### config.mk
export PLATFORM = sky130hd
export DESIGN_NAME = adder_rs_scheduler
export DESIGN_NICKNAME = d
export VERILOG_FILES = /design/src/rtl/adder_rs_scheduler.sv
export SDC_FILE = /design/constraint.sdc
export NUM_CORES = 1
export LEC_CHECK = 0
export ABC_AREA = 1
export ABC_CLOCK_PERIOD_IN_PS = 3700
export CAP_MARGIN = 15
export CORE_AREA = 2 2 137 139
export CTS_CLUSTER_SIZE = 25
export DETAILED_ROUTE_END_ITERATION = 12
export DIE_AREA = 0 0 139 141
export HOLD_SLACK_MARGIN = 0.02
export PLACE_DENSITY = 0.75
export SETUP_SLACK_MARGIN = 0.02
export SYNTH_ARGS = -nofsm -noshare
export SYNTH_HDL_FRONTEND = slang
export SYNTH_SLANG_ARGS = --single-unit
### constraint.sdc
create_clock -name clock -period 3.7 [get_ports clock]
set_input_delay 0.555 -clock clock [delete_from_list [all_inputs] [get_ports clock]]
set_output_delay 0.555 -clock clock [all_outputs]
set_load 0.01 [all_outputs]
### src/rtl/adder_rs_scheduler.sv
// Adder reservation-station scheduler: owns NUM_RS stations, tracks operand
// tags, wakes stations from the CDB and from the adder's own completion, and
// round-robin dispatches one READY station at a time to a non-pipelined adder.

// One reservation station: FREE -> WAIT | READY -> EXEC -> FREE.
module adder_rs_entry #(
  parameter int NUM_RS    = 6,
  parameter int OP_BITS   = 6,
  parameter int ADDR_BITS = 5
) (
  input  logic                 clock,
  input  logic                 reset_n,
  input  logic                 alloc,       // load this station on this edge
  input  logic [OP_BITS-1:0]   alloc_op,
  input  logic [ADDR_BITS-1:0] alloc_dest,
  input  logic [NUM_RS-1:0]    alloc_a,     // already masked by same-cycle wakeups
  input  logic [NUM_RS-1:0]    alloc_b,
  input  logic [NUM_RS-1:0]    wake,        // tags broadcast this cycle
  input  logic                 grant,       // dispatched to the adder
  input  logic                 finish,      // adder reported completion
  output logic                 is_free,
  output logic                 is_ready,
  output logic                 is_exec,
  output logic [OP_BITS-1:0]   op_o,
  output logic [ADDR_BITS-1:0] dest_o
);
  localparam logic [1:0] S_FREE = 2'd0, S_WAIT = 2'd1, S_READY = 2'd2, S_EXEC = 2'd3;

  logic [1:0]           st_q, st_d;
  logic [NUM_RS-1:0]    a_q, a_d, b_q, b_d;
  logic [OP_BITS-1:0]   op_q, op_d;
  logic [ADDR_BITS-1:0] dest_q, dest_d;

  // Station state register.
  always_ff @(posedge clock or negedge reset_n) begin
    if (!reset_n) begin
      st_q   <= S_FREE;
      a_q    <= '0;
      b_q    <= '0;
      op_q   <= '0;
      dest_q <= '0;
    end else begin
      st_q   <= st_d;
      a_q    <= a_d;
      b_q    <= b_d;
      op_q   <= op_d;
      dest_q <= dest_d;
    end
  end

  // Tag wakeup every cycle; state moves on allocate, wakeup, grant and finish.
  always_comb begin
    st_d   = st_q;
    a_d    = a_q & ~wake;
    b_d    = b_q & ~wake;
    op_d   = op_q;
    dest_d = dest_q;
    case (st_q)
      S_FREE: if (alloc) begin
        op_d   = alloc_op;
        dest_d = alloc_dest;
        a_d    = alloc_a;
        b_d    = alloc_b;
        st_d   = (|alloc_a || |alloc_b) ? S_WAIT : S_READY;
      end
      S_WAIT:  if (a_d == '0 && b_d == '0) st_d = S_READY;
      S_READY: if (grant) st_d = S_EXEC;
      default: if (finish) st_d = S_FREE;
    endcase
  end

  assign is_free  = (st_q == S_FREE);
  assign is_ready = (st_q == S_READY);
  assign is_exec  = (st_q == S_EXEC);
  assign op_o     = op_q;
  assign dest_o   = dest_q;
endmodule

module adder_rs_scheduler #(
  parameter int NUM_RS    = 6,
  parameter int OP_BITS   = 6,
  parameter int ADDR_BITS = 5
) (
  input  logic                 clock,
  input  logic                 reset_n,
  input  logic                 issue,
  input  logic [OP_BITS-1:0]   operation,
  input  logic [ADDR_BITS-1:0] Dest_address,
  input  logic [NUM_RS-1:0]    A_tag,
  input  logic [NUM_RS-1:0]    B_tag,
  input  logic                 cdb_valid,
  input  logic [NUM_RS-1:0]    cdb_tag,
  input  logic                 adder_rts,
  output logic                 adder_available,
  output logic [NUM_RS-1:0]    adder_RS_available,
  output logic                 issue_error,
  output logic [NUM_RS-1:0]    RS_issued,
  output logic [NUM_RS-1:0]    RS_executing_adder,
  output logic [NUM_RS-1:0]    RS_finished,
  output logic                 adder_start,
  output logic [OP_BITS-1:0]   adder_op,
  output logic [ADDR_BITS-1:0] adder_dest
);
  localparam int PW = (NUM_RS > 1) ? $clog2(NUM_RS) : 1;

  typedef enum logic {IDLE, BUSY} fsm_e;

  fsm_e                              fsm_q, fsm_d;
  logic [PW-1:0]                     rr_q, rr_d;
  logic [NUM_RS-1:0]                 free_v, ready_v, exec_v;
  logic [NUM_RS-1:0][OP_BITS-1:0]    op_v;
  logic [NUM_RS-1:0][ADDR_BITS-1:0]  dest_v;
  logic [NUM_RS-1:0]                 avail_oh, alloc_v, fin_v, wake_v, grant_v;
  logic [NUM_RS-1:0]                 alloc_a, alloc_b;
  logic [PW-1:0]                     grant_idx;
  logic                              grant_found;
  int                                scan_idx;

  logic                 start_q, start_d, err_q, err_d;
  logic [NUM_RS-1:0]    issued_q, issued_d, exe_q, exe_d, fin_q, fin_d;
  logic [OP_BITS-1:0]   op_q, op_d;
  logic [ADDR_BITS-1:0] dest_q, dest_d;

  // Lowest free station: isolate the lowest set bit of the free vector.
  assign avail_oh = free_v & (~free_v + {{(NUM_RS-1){1'b0}}, 1'b1});
  assign alloc_v  = issue ? avail_oh : '0;
  assign fin_v    = (fsm_q == BUSY && adder_rts) ? exec_v : '0;
  assign wake_v   = (cdb_valid ? cdb_tag : '0) | fin_v;
  // A tag produced this very cycle is already satisfied when it is stored.
  assign alloc_a  = A_tag & ~wake_v;
  assign alloc_b  = B_tag & ~wake_v;

  for (genvar i = 0; i < NUM_RS; i++) begin : g_rs
    adder_rs_entry #(.NUM_RS(NUM_RS), .OP_BITS(OP_BITS), .ADDR_BITS(ADDR_BITS)) u_rs (
      .clock      (clock),
      .reset_n    (reset_n),
      .alloc      (alloc_v[i]),
      .alloc_op   (operation),
      .alloc_dest (Dest_address),
      .alloc_a    (alloc_a),
      .alloc_b    (alloc_b),
      .wake       (wake_v),
      .grant      (grant_v[i]),
      .finish     (fin_v[i]),
      .is_free    (free_v[i]),
      .is_ready   (ready_v[i]),
      .is_exec    (exec_v[i]),
      .op_o       (op_v[i]),
      .dest_o     (dest_v[i])
    );
  end

  // Round-robin pick: first READY station at or after rr, wrapping.
  always_comb begin
    grant_v     = '0;
    grant_idx   = '0;
    grant_found = 1'b0;
    scan_idx    = 0;
    for (int k = 0; k < NUM_RS; k++) begin
      scan_idx = (int'(rr_q) + k) % NUM_RS;
      if (!grant_found && ready_v[scan_idx]) begin
        grant_found = 1'b1;
        grant_idx   = PW'(scan_idx);
      end
    end
    if (fsm_q == IDLE && grant_found) grant_v[grant_idx] = 1'b1;
  end

  // Adder FSM state register.
  always_ff @(posedge clock or negedge reset_n) begin
    if (!reset_n) fsm_q <= IDLE;
    else          fsm_q <= fsm_d;
  end

  // Adder FSM next state: launch on a grant, return to IDLE on completion.
  always_comb begin
    fsm_d = fsm_q;
    case (fsm_q)
      IDLE:    if (|grant_v) fsm_d = BUSY;
      default: if (adder_rts) fsm_d = IDLE;
    endcase
  end

  // Registered-output next values; op/dest hold until the next launch.
  always_comb begin
    start_d  = |grant_v;
    exe_d    = grant_v;
    fin_d    = fin_v;
    issued_d = alloc_v;
    err_d    = issue && !(|free_v);
    op_d     = op_q;
    dest_d   = dest_q;
    rr_d     = rr_q;
    if (|grant_v) begin
      op_d   = op_v[grant_idx];
      dest_d = dest_v[grant_idx];
      rr_d   = (grant_idx == PW'(NUM_RS - 1)) ? '0 : grant_idx + 1'b1;
    end
  end

  // Output pulses, held adder fields and round-robin pointer.
  always_ff @(posedge clock or negedge reset_n) begin
    if (!reset_n) begin
      start_q  <= 1'b0;
      err_q    <= 1'b0;
      issued_q <= '0;
      exe_q    <= '0;
      fin_q    <= '0;
      op_q     <= '0;
      dest_q   <= '0;
      rr_q     <= '0;
    end else begin
      start_q  <= start_d;
      err_q    <= err_d;
      issued_q <= issued_d;
      exe_q    <= exe_d;
      fin_q    <= fin_d;
      op_q     <= op_d;
      dest_q   <= dest_d;
      rr_q     <= rr_d;
    end
  end

  assign adder_available    = |free_v;
  assign adder_RS_available = avail_oh;
  assign issue_error        = err_q;
  assign RS_issued          = issued_q;
  assign RS_executing_adder = exe_q;
  assign RS_finished        = fin_q;
  assign adder_start        = start_q;
  assign adder_op           = op_q;
  assign adder_dest         = dest_q;
endmodule
* Word level (Yosys, flattened, before mapping)
Cells that the tools add are included.
Widths: inputs -> output; s select.
** Storage, ports and cells
- Logic and storage cells :: 277
- Register bits after elaboration :: 185
- Output and inout bits :: 38
** Operators by class
- Bitwise logic cells :: 19
- Mux-type cells :: 99
- $add $sub $neg :: 7
- Equality and inequality tests :: 37
- Magnitude comparators :: 8
- Divide/modulo/power cells :: 6
- Reductions and logical operators :: 62
** Operators by type and width (count)
- $lt 32x5->1 const B :: 6
- $mux 6 :: 29
- $mod 32x4->32 const B :: 5
- $and 6x6->6 :: 15
- $logic_not 6->1 :: 12
- $mux 2 :: 25
- $pmux 2 s3 :: 6
- $mod 4x4->32 const B :: 1
- $eq 2x2->1 const B :: 12
- $ne 2x2->1 const B :: 12
- $reduce_and 4->1 :: 6
- $reduce_bool 4->1 :: 6
- $reduce_or 6->1 :: 4
- $mux 1 :: 22
- $mux 3 :: 7
- $bmux 1 s3 :: 6
- $bmux 6 s3 :: 1
- $bmux 5 s3 :: 1
- $logic_and 1x1->1 :: 15
- $eq 2x1->1 const B :: 6
- $logic_not 2->1 :: 6
- $ne 2x1->1 const B :: 6
- $not 6->6 :: 2
- $reduce_and 2->1 :: 6
- other kinds (14) :: 21

* Longest topological paths before layout
Gate-level depths: netlist (run 1).
- Depth in word-level cells :: 28
- Mapped depth :: 28

* Modules after synthesis
From an unflattened synthesis (run 1), not the netlist that was laid out.
** Unflattened totals
- Cell total of the unflattened synthesis :: 1437
- Area total of the unflattened synthesis :: 10328.7 um^2
** By module, submodules not included
- adder_rs_entry :: sequential area each 625.6 um^2, area an instance 1194.9 um^2, instances 6, cells each 155
- adder_rs_scheduler :: sequential area each 875.8 um^2, area an instance 3159.3 um^2, instances 1, cells each 507

* Worst setup path after synthesis (run 1)
Ideal clock, no wire load.
- Path type :: register to register
- Start point :: register rr_q[1]
- End point :: register op_q[0] (netlist: adder_op[0])
- Buffers on the path :: 2
- Required time :: 3.580 ns
- Arrival time :: 2.933 ns
- Cell stages (with the launch flop) :: 23
- Setup slack :: 0.648 ns
- Path through :: dfrtp_1 -> inv_1 -> ha_1 -> a21oi_2 -> inv_1 -> ha_1 -> nor2_1 -> nand3_1 -> nand2_1 -> nand3_1 -> nand2_1 -> nand2_1 -> nand3_1 -> nand2_2 -> inv_1 -> nand4_2 -> or2_1 -> nand2_2 -> buf_6 -> inv_2 -> buf_2 -> nand2_1 -> a21oi_2
** Between the ends
- Word-level cells in the longest chain between the ends :: 26
- Elaborated cells between the ends (all ways) :: 61
** RTL lines
- start: declaration :: RTL line 109 : logic [PW-1:0] rr_q, rr_d;
- start signal: assignment :: RTL line 220 : rr_q <= rr_d;
- parallel branches: the longest is 26 deep, another holds $mod 32x4->32
- end signal: assignment :: RTL line 218 : op_q <= op_d;
- end: declaration :: RTL line 121 : logic [OP_BITS-1:0] op_q, op_d;
Parallel ways; which one is timed is not known. The select of a mux whose other input is x is not followed.
A chain may end at the register's enable or synchronous reset.

* Worst setup path after layout (run 1)
- Start point :: register rr_q[1]
- End point :: register g_rs[4].u_rs.st_q[1]
** Between the ends
- Word-level cells in the longest chain between the ends :: 27
- Elaborated cells between the ends (all ways) :: 60
** RTL lines
- parallel branches: the longest is 24 deep, another holds $mod 32x4->32
- $mux 6 * :: RTL line 166 : if (fsm_q == IDLE && grant_found) grant_v[grant_idx] = 1'b1;
- $ne 2x2->1 (no source line) *
- $reduce_and 4->1 (no source line) *
- end signal: assignment :: RTL line 43 : st_q <= st_d;
- end: declaration :: RTL line 29 : logic [1:0] st_q, st_d;
Every way passes the cells marked *. The select of a mux whose other input is x is not followed.

==> results of run 1 <==
[cell type report]
class | count | share of cell area [%]
inverters | 159 | 5.13
well taps | 234 | 2.52
flip-flops and latches | 185 | 39.8
clock inverters | 15 | 1.43
clock buffers | 17 | 3.66
multi-input cells | 889 | 37.8
repair buffers | 120 | 9.62
[worst max-delay path by stage]
stage                        startpoint                          endpoint  slack [ps]  depth (start not counted)
floorplan           rr_q[1]$_DFFE_PN0P_           adder_op[0]$_DFFE_PN0P_         650                         22
global placement    rr_q[1]$_DFFE_PN0P_         adder_dest[0]$_DFFE_PN0P_          90                         22
detailed placement  rr_q[1]$_DFFE_PN0P_         adder_dest[2]$_DFFE_PN0P_         -70                         22
CTS                 rr_q[1]$_DFFE_PN0P_  g_rs[4].u_rs.st_q[1]$_DFFE_PN0P_         150                         26
global route        rr_q[1]$_DFFE_PN0P_         adder_dest[3]$_DFFE_PN0P_          50                         24
finish              rr_q[1]$_DFFE_PN0P_  g_rs[4].u_rs.st_q[1]$_DFFE_PN0P_         300                         26
[sequential cells by signal, summed over array words and instances (netlist names)]
signal	flops
RS_executing_adder	6
RS_finished	6
RS_issued	6
adder_dest	5
adder_op	6
adder_start	1
fsm_q	1
g_rs.u_rs.a_q	36
g_rs.u_rs.b_q	36
g_rs.u_rs.dest_o	30
g_rs.u_rs.op_o	36
g_rs.u_rs.st_q	12
issue_error	1
rr_q	3
[routing by layer]
layer | GRT usage [%] | vias up | part of all wire (%)
li1 | - | 4264 | -
met1 | 38.6 | 4072 | 45
met2 | 42.4 | 326 | 46
met3 | 4.18 | 46 | 7.0
met4 | 8.08 | 0 | 2.1
met5 | 0 | - | 0
[worst register-to-register path, cell delays in order, from the launching register on]
cell,delay (ps)
sky130_fd_sc_hd__dfrtp_2,400
sky130_fd_sc_hd__inv_1,100
sky130_fd_sc_hd__ha_1,230
sky130_fd_sc_hd__a21oi_2,190
sky130_fd_sc_hd__inv_1,90
sky130_fd_sc_hd__ha_1,300
sky130_fd_sc_hd__nor2_1,100
sky130_fd_sc_hd__nand3_1,70
sky130_fd_sc_hd__nand2_1,100
sky130_fd_sc_hd__nand2_1,80
sky130_fd_sc_hd__nand2_1,70
sky130_fd_sc_hd__nand2_1,80
sky130_fd_sc_hd__inv_2,60
sky130_fd_sc_hd__nand3_1,70
sky130_fd_sc_hd__nand2_2,150
sky130_fd_sc_hd__inv_2,70
sky130_fd_sc_hd__nand3_2,90
sky130_fd_sc_hd__buf_4,120
sky130_fd_sc_hd__nand2_2,100
sky130_fd_sc_hd__nand2_4,140
sky130_fd_sc_hd__nand2_8,120
sky130_fd_sc_hd__nor2_4,140
sky130_fd_sc_hd__nand2_2,110
sky130_fd_sc_hd__nand2_1,90
sky130_fd_sc_hd__nand2_1,100
sky130_fd_sc_hd__nand2_1,70
sky130_fd_sc_hd__o21ai_1,60
[cells in the final DEF, fill, tap and decap left out, drive strengths merged]
cell type | Yosys | final
a21oi | 24 | 24
a221oi | 1 | 1
a22oi | 3 | 3
a31oi | 1 | 1
and3 | 1 | 1
buf | 18 | 49
clkbuf | 25 | 18
clkdlybuf4s50 | 0 | 70
clkinv | 9 | 13
clkinvlp | 0 | 1
dfrtp | 185 | 185
ha | 35 | 35
inv | 150 | 160
nand2 | 428 | 428
nand3 | 116 | 116
nand3b | 3 | 3
nand4 | 9 | 9
nor2 | 74 | 74
nor3 | 9 | 9
nor4 | 8 | 8
o211ai | 2 | 2
o21ai | 164 | 164
o21bai | 2 | 2
o22ai | 1 | 1
o31ai | 4 | 4
or2 | 2 | 2
or3 | 2 | 2
[cell usage after synthesis, types with 2 or more instances]
cell,number
sky130_fd_sc_hd__o21ai_2,5
sky130_fd_sc_hd__o21ai_1,6
sky130_fd_sc_hd__o21ai_0,153
sky130_fd_sc_hd__nor2_2,2
sky130_fd_sc_hd__nand3_2,7
sky130_fd_sc_hd__nand2_2,13
sky130_fd_sc_hd__nand3_1,108
sky130_fd_sc_hd__or3_1,2
sky130_fd_sc_hd__nand2_4,4
sky130_fd_sc_hd__buf_4,2
sky130_fd_sc_hd__nor3_1,9
sky130_fd_sc_hd__clkbuf_1,24
sky130_fd_sc_hd__ha_1,35
sky130_fd_sc_hd__a21oi_2,5
sky130_fd_sc_hd__nand4_2,2
sky130_fd_sc_hd__o31ai_1,3
sky130_fd_sc_hd__o211ai_1,2
sky130_fd_sc_hd__inv_2,15
sky130_fd_sc_hd__dfrtp_1,185
sky130_fd_sc_hd__a22oi_1,3
sky130_fd_sc_hd__nand3b_1,2
sky130_fd_sc_hd__nor2_1,69
sky130_fd_sc_hd__nor2_4,2
sky130_fd_sc_hd__nor4_1,8
sky130_fd_sc_hd__inv_1,135
sky130_fd_sc_hd__nand2_1,411
sky130_fd_sc_hd__a21oi_1,19
sky130_fd_sc_hd__clkinv_1,9
sky130_fd_sc_hd__buf_2,10
sky130_fd_sc_hd__nand4_1,7
sky130_fd_sc_hd__buf_6,5
[logic make-up after synthesis]
| logic type | Yosys count |
|---|---|
| flops | 185 |
| simple gates | 652 |
| compound gates | 202 |
| buf+inv | 202 |
| fa+ha+maj | 35 |
[stage by stage]
stage | std cells | setup slack, ps
final | 1619 | 302
after detailed placement | 1585 | -69.9
after floorplan | 1276 | 648
after global placement | 1585 | 85.8
after global routing | 1619 | 45.7
after CTS | 1617 | 152
[timing repair]
action | in CTS | in global routing
setup buffers | 0 | 2
setup endpoints to repair | 11 | 24
resized for setup | 1 | 13
hold buffers | 0 | 0
pin swaps | 0 | 3
==> metrics.md, run 1 <==
| Metric | Value |
|---|---|
| CP startpoint kind | `flop` |
| Buffer depth of the longest clock path | `2` |
| Capture instance of the worst register-to-register path | `g_rs[4].u_rs.st_q[1]$_DFFE_PN0P_` |
| Sequential Area | `between 4000 and 5000 um^2` |
| Critical-path cell with the highest stage delay | `sky130_fd_sc_hd__dfrtp_2` |
| Synthesized net count | `about 1300` |
| Floorplan core area | `18300 um^2` |
| Post-Synthesis Cells | `1276` |
| Width of the chip | `139 um` |
| Clock tree sinks | `185` |
| Crit path DAT | `~3700 ps` |
| RSZ-0062 raised after global routing | `false` |
| Area used by multi-input combinational logic | `4400 um^2` |
| FMAX | `294 MHz` |
| Fraction of final layout cells sized beyond drive strength 1 | `10.7%` |
| Total negative setup slack | `0 ps` |
| Async S/R FF share, synth | `100%` |
| Number of buffer and inverter instances along the worst setup path | `5` |
| Library cell appearing most often on the critical path | `sky130_fd_sc_hd__nand2_1` |
| Global-route total usage across every layer | `26.8%` |
| Kind of cell adding the most delay to the critical path | `simple AND/OR/NAND/NOR gates` |
| Number of antenna violations at the first check in global routing | `0` |
| Detailed-router iteration count before antenna repair | `5` |
| Grt total ovfl | `0` |
| Clock tree from TritonCTS | `done` |
| Area contributors post-synth | `sky130_fd_sc_hd__dfrtp_1, sky130_fd_sc_hd__nand2_1, sky130_fd_sc_hd__o21ai_0` |
| Post-placement cell area | `11000 um^2` |
| Number of cells traversed by the worst register-to-register path | `26` |
| Sequential-to-total area share from yosys stat | `between 40% and 50%` |
| Data required time at the worst endpoint | `roughly 4000 ps` |
| Non-Filler Cell Area, Final | `approximately 12000 um^2` |
| Worst min-delay path class | `primary input to asynchronous set/reset pin` |
| Transition time at the pin with the least slew margin | `~800 ps` |
| Simple-gate share of the synthesized area | `between 20% and 30%` |
| Cell at the root of the clock tree | `sky130_fd_sc_hd__clkbuf_16` |
| Layout Nets | `1441` |
| Mean instance size in the synthesized netlist | `7.69 um^2` |
| Cts bufs inserted | `17` |
| Clock slew at the register clock pins of the worst setup and hold paths | `80 ps` |
| Max Fanout on Critical Path | `15` |
| Drc violations | `0` |
| Final count of pins violating max slew | `0` |
| Fillcell total | `1589` |
| Reg-to-reg critical path startpoint | `rr_q[1]$_DFFE_PN0P_` |
| Number of levels the H-tree was split into | `4` |
| Half-perimeter wire length of the detailed placement result | `17.5 mm` |
| Number of global-route vias before repair | `8169` |
| Mapped cell area | `9820 um^2` |
| Adder-cell share of the synthesized area | `4.46%` |
| Max-capacitance violation count | `0` |
| Gpl congestion | `0.902` |
| Post-layout minimum cycle time | `3400 ps` |
| Outcome | `finished clean` |
| Port buffer count | `between 70 and 80` |
| Routed via count divided by cell count | `5.38` |
| Critical path type | `flop to flop` |
| Height of the die | `between 100 and 150 um` |
| Cell type with the highest aggregate area in the netlist | `sky130_fd_sc_hd__dfrtp_1` |
| Mux cell area share after synthesis | `0%` |
| Routed wire length | `25.2 mm` |
| Mean routed wirelength per cell | `15.6 um` |
| Post-route clock skew | `approximately 14 ps` |
| Share of the synthesized area in the top cell type | `between 40 and 50%` |
| Slowest Stage Delay on Critical Path | `about 400 ps` |
| Headroom to the max-slew limit | `between 40 and 50%` |
| Number of register bits inferred by synthesis | `~190` |
| First-pass GRT wire length | `roughly 42 mm` |
| Hold_ws | `about 180 ps` |
| Boundary pin count | `72` |
| Synth Area in Compound Gates | `11.2%` |
| Setup slack on the worst flop-to-flop path | `between 300 and 400 ps` |
| Starting density of the core | `53.7%` |
| Layout area overhead | `18.4%` |
| Area of the die | `around 20000 um^2` |
| Main combinational cell family by area after synthesis | `simple AND/OR/NAND/NOR gates` |
| Skew-Pair Late Insertion Delay | `450 ps` |
| Number of endpoints with negative hold slack in the final report | `0` |
| Number of nets with antenna violations after detailed routing | `0` |
| Final critical-path share of the clock period | `91.8%` |
| Number of antenna repair diodes | `0` |
| First-iteration detailed-routing DRC count | `777` |
| Via count | `8708` |
| Post-Synth XOR/XNOR Area | `0%` |
| Std-Cell Rows | `50` |
| Final count of negative-setup-slack endpoints | `0` |
| Maximum number of pins on one net before global-route repair | `99` |
| Synth cell types | `between 40 and 50` |
| Number of synthesized flops with an enable pin | `0` |
| Number of synthesis warnings | `0` |
| Endpoint type of the worst setup path | `flop` |
| Finished Core Util | `63.7%` |
| Commonest register cell after synthesis | `sky130_fd_sc_hd__dfrtp_1` |
Power of run 1 is left out: the tool's default activity adds up to more than one toggle a clock period on the data nets, which glitch-free logic cannot reach.
==> inputs of run 2 (changes only) <==
- CTS_CLUSTER_SIZE: 25 -> 24
==> results of run 2 <==
No change in the layout: final DEF, timing and power equal those of run 1.
Power of run 2 is left out for the same reason.
==> inputs of run 3 (changes only) <==
- ABC_AREA: 1 -> default
- CORE_AREA: 2 2 137 139 -> 2 2 136 138
- CTS_BUF_LIST: default -> sky130_fd_sc_hd__clkbuf_4 sky130_fd_sc_hd__clkbuf_8
- DIE_AREA: 0 0 139 141 -> 0 0 138 140
==> run 3 against run 2 <==
Compared with the run above:
- maximum frequency is 6.7% lower
- worst setup slack worse by 240 ps
- first-iteration DRC count is 6.3% lower
- count of clock-buffer cells in the layout is 5 higher
- flip-flop and latch count stayed put
- clock skew is 3.5 ps lower
- largest cell class is now multi-input gates
- worst hold slack worse by 75 ps
- cell area is 2.5% higher
- final cell count is 7.7% lower
==> metrics.md, run 3 <==
| Metric | Value |
|---|---|
| Drc violations | `0 (unchanged)` |
| Cell type with the highest aggregate area in the netlist | `sky130_fd_sc_hd__dfrtp_1 (unchanged)` |
| Number of synthesis warnings | `0 (unchanged)` |
| RSZ-0062 raised after global routing | `true (was false)` |
| Std-Cell Rows | `49 (was 50)` |
| # placed instances | `1441 (was 1585)` |
| Number of antenna repair diodes | `0 (unchanged)` |
| Number of global-route vias before repair | `8280 (was 8169)` |
| Most used cells in the layout excluding fill and tap cells | `sky130_fd_sc_hd__nand2_1, sky130_fd_sc_hd__dfrtp_1, sky130_fd_sc_hd__a21oi_1 (was sky130_fd_sc_hd__nand2_1, sky130_fd_sc_hd__dfrtp_1, sky130_fd_sc_hd__o21ai_0)` |
| Buffer depth of the longest clock path | `2 (unchanged)` |
| Layout Nets | `1322 (was 1441)` |
| Area used by multi-input combinational logic | `4980 um^2 (was 4400 um^2)` |
| Most common library cells after synthesis | `sky130_fd_sc_hd__nand2_1, sky130_fd_sc_hd__dfrtp_1, sky130_fd_sc_hd__a21oi_1 (was sky130_fd_sc_hd__nand2_1, sky130_fd_sc_hd__dfrtp_1, sky130_fd_sc_hd__o21ai_0)` |
| Routed wire length | `27.1 mm (was 25.2 mm)` |
| Final count of pins violating max slew | `0 (unchanged)` |
| Fin worst setup slack | `57.8 ps (was 302 ps)` |
| CP startpoint kind | `flop (unchanged)` |
| Kind of cell adding the most delay to the critical path | `compound AO/OA/AOI/OAI gates (was simple AND/OR/NAND/NOR gates)` |
| Most common cell after layout, fill and taps aside | `sky130_fd_sc_hd__nand2_1 (unchanged)` |
| Post-Synthesis Cells | `1128 (was 1276)` |
| Number of synthesized flops with an enable pin | `0 (unchanged)` |
| Area of the die | `19300 um^2 (was 19600 um^2)` |
| Number of nets with antenna violations after detailed routing | `0 (unchanged)` |
| Cell at the root of the clock tree | `sky130_fd_sc_hd__clkbuf_8 (was sky130_fd_sc_hd__clkbuf_16)` |
| Number of antenna violations at the first check in global routing | `0 (unchanged)` |
| Number of register bits inferred by synthesis | `185 (unchanged)` |
| Mean routed wirelength per cell | `18.1 um (was 15.6 um)` |
| Share of the synthesized area in the top cell type | `47.6% (was 47.2%)` |
| Number of buffer and inverter instances along the worst setup path | `3 (was 5)` |
| Headroom to the max-slew limit | `29.6% (was 46.9%)` |
| Top-count cell post-synth | `sky130_fd_sc_hd__nand2_1 (unchanged)` |
| Port buffer count | `71 (unchanged)` |
| Hold_buf cts | `0 (unchanged)` |
| Sequential Area | `4630 um^2 (unchanged)` |
| Synthesized net count | `1197 (was 1345)` |
| Ordered list of cells on the worst path | `buf_4, buf_4, ha_4, xnor2_4, ha_1, nand2b_4, buf_4, o21a_1, o21ai_2, a21oi_2, o211a_1, o21ai_4, o21ai_4, or4b_4, a21o_1, mux2_4` |
| First-pass GRT wire length | `43.4 mm (was 42.0 mm)` |
| Commonest register cell after synthesis | `sky130_fd_sc_hd__dfrtp_1 (unchanged)` |
| Post-placement cell area | `11100 um^2 (was 11000 um^2)` |
| Gpl congestion | `0.925 (was 0.902)` |
| Detailed-router iteration count before antenna repair | `6 (was 5)` |
| Clock slew at the register clock pins of the worst setup and hold paths | `90 ps (was 80 ps)` |
| Skew-Pair Late Insertion Delay | `470 ps (was 450 ps)` |
| Max-capacitance violation count | `0 (unchanged)` |
| Width of the chip | `138 um (was 139 um)` |
| Via count | `8695 (was 8708)` |
| Critical-path cell with the highest stage delay | `sky130_fd_sc_hd__or4b_4 (was sky130_fd_sc_hd__dfrtp_2)` |
| Routed via count divided by cell count | `5.82 (was 5.38)` |
| Mapped cell area | `9720 um^2 (was 9820 um^2)` |
| Async S/R FF share, synth | `100% (unchanged)` |
| Non-filler instance count after layout | `1495 (was 1619)` |
| Worst min-delay path class | `primary input to asynchronous set/reset pin (unchanged)` |
| Worst setup slack after placement | `-186 ps (was -69.9 ps)` |
| Maximum number of pins on one net before global-route repair | `94 (was 99)` |
| Clock tree sinks | `185 (unchanged)` |
| Clock tree from TritonCTS | `done (unchanged)` |
| Layout area overhead | `22.7% (was 18.4%)` |
| Boundary pin count | `72 (unchanged)` |
| Floorplan core area | `17800 um^2 (was 18300 um^2)` |
| First-iteration detailed-routing DRC count | `728 (was 777)` |
| Final count of negative-setup-slack endpoints | `0 (unchanged)` |
| Grt total ovfl | `0 (unchanged)` |
| FMAX | `275 MHz (was 294 MHz)` |
| Endpoint type of the worst setup path | `flop (unchanged)` |
| Library cell appearing most often on the critical path | `sky130_fd_sc_hd__buf_4 (was sky130_fd_sc_hd__nand2_1)` |
| Number of endpoints with negative hold slack in the final report | `0 (unchanged)` |
| Global-route total usage across every layer | `28.0% (was 26.8%)` |
| Outcome | `finished clean (unchanged)` |
| Post-route clock skew | `11.0 ps (was 14.5 ps)` |
| Non-Filler Cell Area, Final | `11900 um^2 (was 11600 um^2)` |
| Sequential-to-total area share from yosys stat | `47.6% (was 47.2%)` |
| Mean instance size in the synthesized netlist | `8.61 um^2 (was 7.69 um^2)` |
| Slowest Stage Delay on Critical Path | `490 ps (was 400 ps)` |
| Transition time at the pin with the least slew margin | `1060 ps (was 796 ps)` |
| Crit path DAT | `4000 ps (was 3730 ps)` |
| Critical path type | `flop to flop (unchanged)` |
| Area contributors post-synth | `sky130_fd_sc_hd__dfrtp_1, sky130_fd_sc_hd__nand2_1, sky130_fd_sc_hd__a21oi_1 (was sky130_fd_sc_hd__dfrtp_1, sky130_fd_sc_hd__nand2_1, sky130_fd_sc_hd__o21ai_0)` |
| Half-perimeter wire length of the detailed placement result | `18.0 mm (was 17.5 mm)` |
| Cts bufs inserted | `17 (unchanged)` |
| Max Fanout on Critical Path | `4 (was 15)` |
| Number of levels the H-tree was split into | `4 (unchanged)` |
| Fraction of final layout cells sized beyond drive strength 1 | `18.8% (was 10.7%)` |
| Fillcell total | `1440 (was 1589)` |
| Height of the die | `140 um (was 141 um)` |
| Starting density of the core | `54.6% (was 53.7%)` |
| Synth cell types | `65 (was 45)` |
| Post-layout minimum cycle time | `3640 ps (was 3400 ps)` |
| Data required time at the worst endpoint | `4060 ps (was 4030 ps)` |
| Final critical-path share of the clock period | `98.4% (was 91.8%)` |
## run 3: layout make-up
class	instances	area share, %
timing repair buffer	164	12.4
sequential	185	38.9
inverter	41	1.33
tap	229	2.40
clock buffer	22	2.38
clock inverter	10	0.798
multi-input combinational	844	41.8
## run 3: path summary, 6_finish.rpt
| kind | startpoint | to | slack [ps] | cells after the start |
|---|---|---|---|---|
| setup reg to reg | rr_q[1]$_DFFE_PN0P_ | g_rs[2].u_rs.st_q[0]$_DFFE_PN0P_ | 60 | 16 |
| min in group clock | g_rs[3].u_rs.op_o[3]$_DFFE_PN0P_ | g_rs[3].u_rs.op_o[3]$_DFFE_PN0P_ | 480 | 2 |
| hold reg to reg | g_rs[3].u_rs.op_o[3]$_DFFE_PN0P_ | g_rs[3].u_rs.op_o[3]$_DFFE_PN0P_ | 480 | 2 |
| hold / removal | reset_n | g_rs[0].u_rs.b_q[4]$_DFF_PN0_ | 110 | 1 |
| setup / recovery | rr_q[1]$_DFFE_PN0P_ | g_rs[2].u_rs.st_q[0]$_DFFE_PN0P_ | 60 | 16 |
| max in group asynchronous | reset_n | g_rs[4].u_rs.a_q[0]$_DFF_PN0_ | 2700 | 2 |
## run 3: stage by stage
step                TNS [ps]  hold slack, ps  utilization (%)
floorplan               -342             259                -
global placement        -467             453             62.3
detailed placement     -2160             459             62.3
CTS                        0             151             65.0
global route            -526             176             67.0
finish                     0             107             67.0
## run 3: cells by family (layout without fill, tap and decap cells)
logic type	after synthesis	in the layout	share of synthesized area [%]
buffers and inverters	99	237	4.15
flip-flops	185	185	47.6
adder cells (fa/ha/maj)	35	35	4.51
AND/OR/NAND/NOR	509	509	20.9
multiplexers	45	45	5.36
AO/OA/AOI/OAI	252	252	16.9
XOR/XNOR	3	3	0.541
## run 3: worst register-to-register path, delay by kind of cell, from the launching register on
family	cells	cell delay (ps)
simple gates	2	640
buf+inv	3	440
flops	1	420
xor+xnor	1	120
mux	1	300
compound gates	7	1160
fa+ha+maj	2	450
## run 3: timing repair
item	in CTS	in global routing
pin swaps	4	22
buffers inserted	5	19
resized for setup	11	47
setup endpoints to repair	23	23
hold endpoints to repair	0	0
## run 3: routing by layer
layer  track usage [%]  part of all wire [%]
met3              5.09                   6.7
met2              44.9                    47
met1              37.9                    43
met4              12.1                   3.1
met5                 0                     0
Power of run 3 is left out for the same reason.
==> variant, RTL diff (settings of run 1) <==
`ADDR_BITS` is set to 5 in 2 places; all go to 4.
--- a/src/rtl/adder_rs_scheduler.sv
+++ b/src/rtl/adder_rs_scheduler.sv
@@ -6,7 +6,7 @@
 module adder_rs_entry #(
   parameter int NUM_RS    = 6,
   parameter int OP_BITS   = 6,
-  parameter int ADDR_BITS = 5
+  parameter int ADDR_BITS = 4
 ) (
   input  logic                 clock,
   input  logic                 reset_n,
@@ -79,7 +79,7 @@
 module adder_rs_scheduler #(
   parameter int NUM_RS    = 6,
   parameter int OP_BITS   = 6,
-  parameter int ADDR_BITS = 5
+  parameter int ADDR_BITS = 4
 ) (
   input  logic                 clock,
   input  logic                 reset_n,
Interface: changed (resized Dest_address and adder_dest); port bits go from 72 to 70. The function was not compared with the original's and may differ.
==> variant against run 1 <==
  * Synthesized cell count shrank 4.4%
  * Cell area fell by 3.8%
  * Routed wire length down 5.6%
  * Core utilization shrank 2.4 points
  * Synthesized area is 3.7% lower
  * Setup slack better by 0.043 ns
  * Die area unchanged
  * Critical endpoint is now g_rs[0].u_rs.st_q[1]
  * Final cell count down 4.0%
  * Critical path depth decreased by 1
  * Sequential cell count decreased by 7
  * Highest routed layer unchanged
  * Sequential share of layout area barely moved
  * Largest cell class unchanged
Power is left out: the tool's default activity adds up to more than one toggle a clock period on the data nets, which glitch-free logic cannot reach.
==> variant: results (changes against run 1) <==
Critical path
The capturing point of the worst reg2reg path is g_rs[0].u_rs.st_q[1]. The worst setup slack for register-to-register paths is 0.35 ns (+0.04 ns). The data arrival time of the critical path is 3.68 ns (-0.05 ns). The largest fanout on the critical path is 6 (-9).

The worst reg2reg path depth is 25 (-3.8%).

Global routing
The pin count of the biggest net entering global routing is 93 (-6.1%). The global-route wire length before repair was 39.7 mm (-5.5%). The overall track demand over capacity in global routing came to 25.2% (-1.6 points).

Place
The routability-driven placement congestion ratio is 0.882 (-2.2%). The post-placement worst setup slack is 0.119 ns (+0.189 ns). The post-detailed-placement half-perimeter wirelength is 16.7 mm (-4.4%).

The count of placed standard cells including taps is 1521 (-4.0%). The number of port buffers is 69 (-2.8%).

Layout
The number of fillers in the final layout is 1591 (+0.13%). The number of logic inverters in the finished layout came to 154 (-3.1%). The clock-cell share of area is 5.57% (+0.48 points). The final-layout clock buffer total is 20 (+3). The share of final layout cell area taken by non-clock buffers is 8.80% (-0.82 points). The fraction of final layout cells with drive strength greater than 1 is 9.77% (-0.91 points). The number of nets in the layout is 1375 (-4.6%). The total number of multi-input combinational cells came to 849 (-4.5%). The post-route core utilization was 61.3% (-2.4 points). The sequential fraction of total cell area is 39.8% (about the same). The number of buffers other than clock buffers in the final layout is 107 (-11%). The share of cell area taken by multi-input logic gates is 38.0% (+0.20 points).

Logic synthesis
The net count of the mapped netlist is 1288 (-4.2%). The area share of fa/ha/maj cells after synthesis is 4.63% (+0.17 points). The sequential element share of the synthesized area is 47.1% (-0.049 points).

The commonest cells after synthesis are nand2_1 (378), dfrtp_1 (178), o21ai_0 (148). The unique cell type count in the Yosys netlist came to 42 (-6.7%). The post-synthesis compound-gate area fraction is 11.2% (+0.031 points). The number of instances in the synthesized netlist came to 1220 (-4.4%).

Clock tree
The number of sinks handled by clock tree synthesis was 178 (-3.8%). The number of gates resized after CTS is 0 (-1).

Run status
The run finished with clean final reports.

Routing
The detail-routed net length per standard cell is 15.3 um (-1.7%). The overall routed net length is 23.8 mm (-5.6%). The routed via count divided by cell count came to 5.32 (-1.1%).

Timing
The post-route clock period utilization is 90.7% (-1.2 points). The remaining max-slew budget at the tightest pin is 44.4% (-2.6 points). The worst setup skew after layout is 0.0134 ns (-0.00103 ns). The worst hold slack is 0.198 ns (+0.0165 ns).
## variant: changes by cell type after synthesis, sizes merged, moves of 2 or more
cell / before / now
dfrtp: 185 / 178
clkbuf: 25 / 23
buf: 18 / 16
nand3b: 3 / 8
inv: 150 / 145
and3: 1 / 3
nand2: 428 / 398
a21oi: 24 / 19
o21ai: 164 / 161
a31oi: 1 / 3
nand3: 116 / 106
## variant: per-layer routing
metal / GRT usage, % / vias to the layer above / wire length (um)
met1: 34.2 / 3924 / 11000
met2: 40.8 / 215 / 11100
li1: - / 4083 / -
met5: 0 / - / 0
met4: 8.08 / 0 / 541
met3: 5.47 / 45 / 1200
## variant: worst max-delay path, delay by kind of cell (launching register included)
family                   cells  cell delay (ns)
buffers and inverters        4             0.40
flip-flops                   1             0.41
adder cells (fa/ha/maj)      2             0.53
AND/OR/NAND/NOR             18             1.71
AO/OA/AOI/OAI                1             0.20
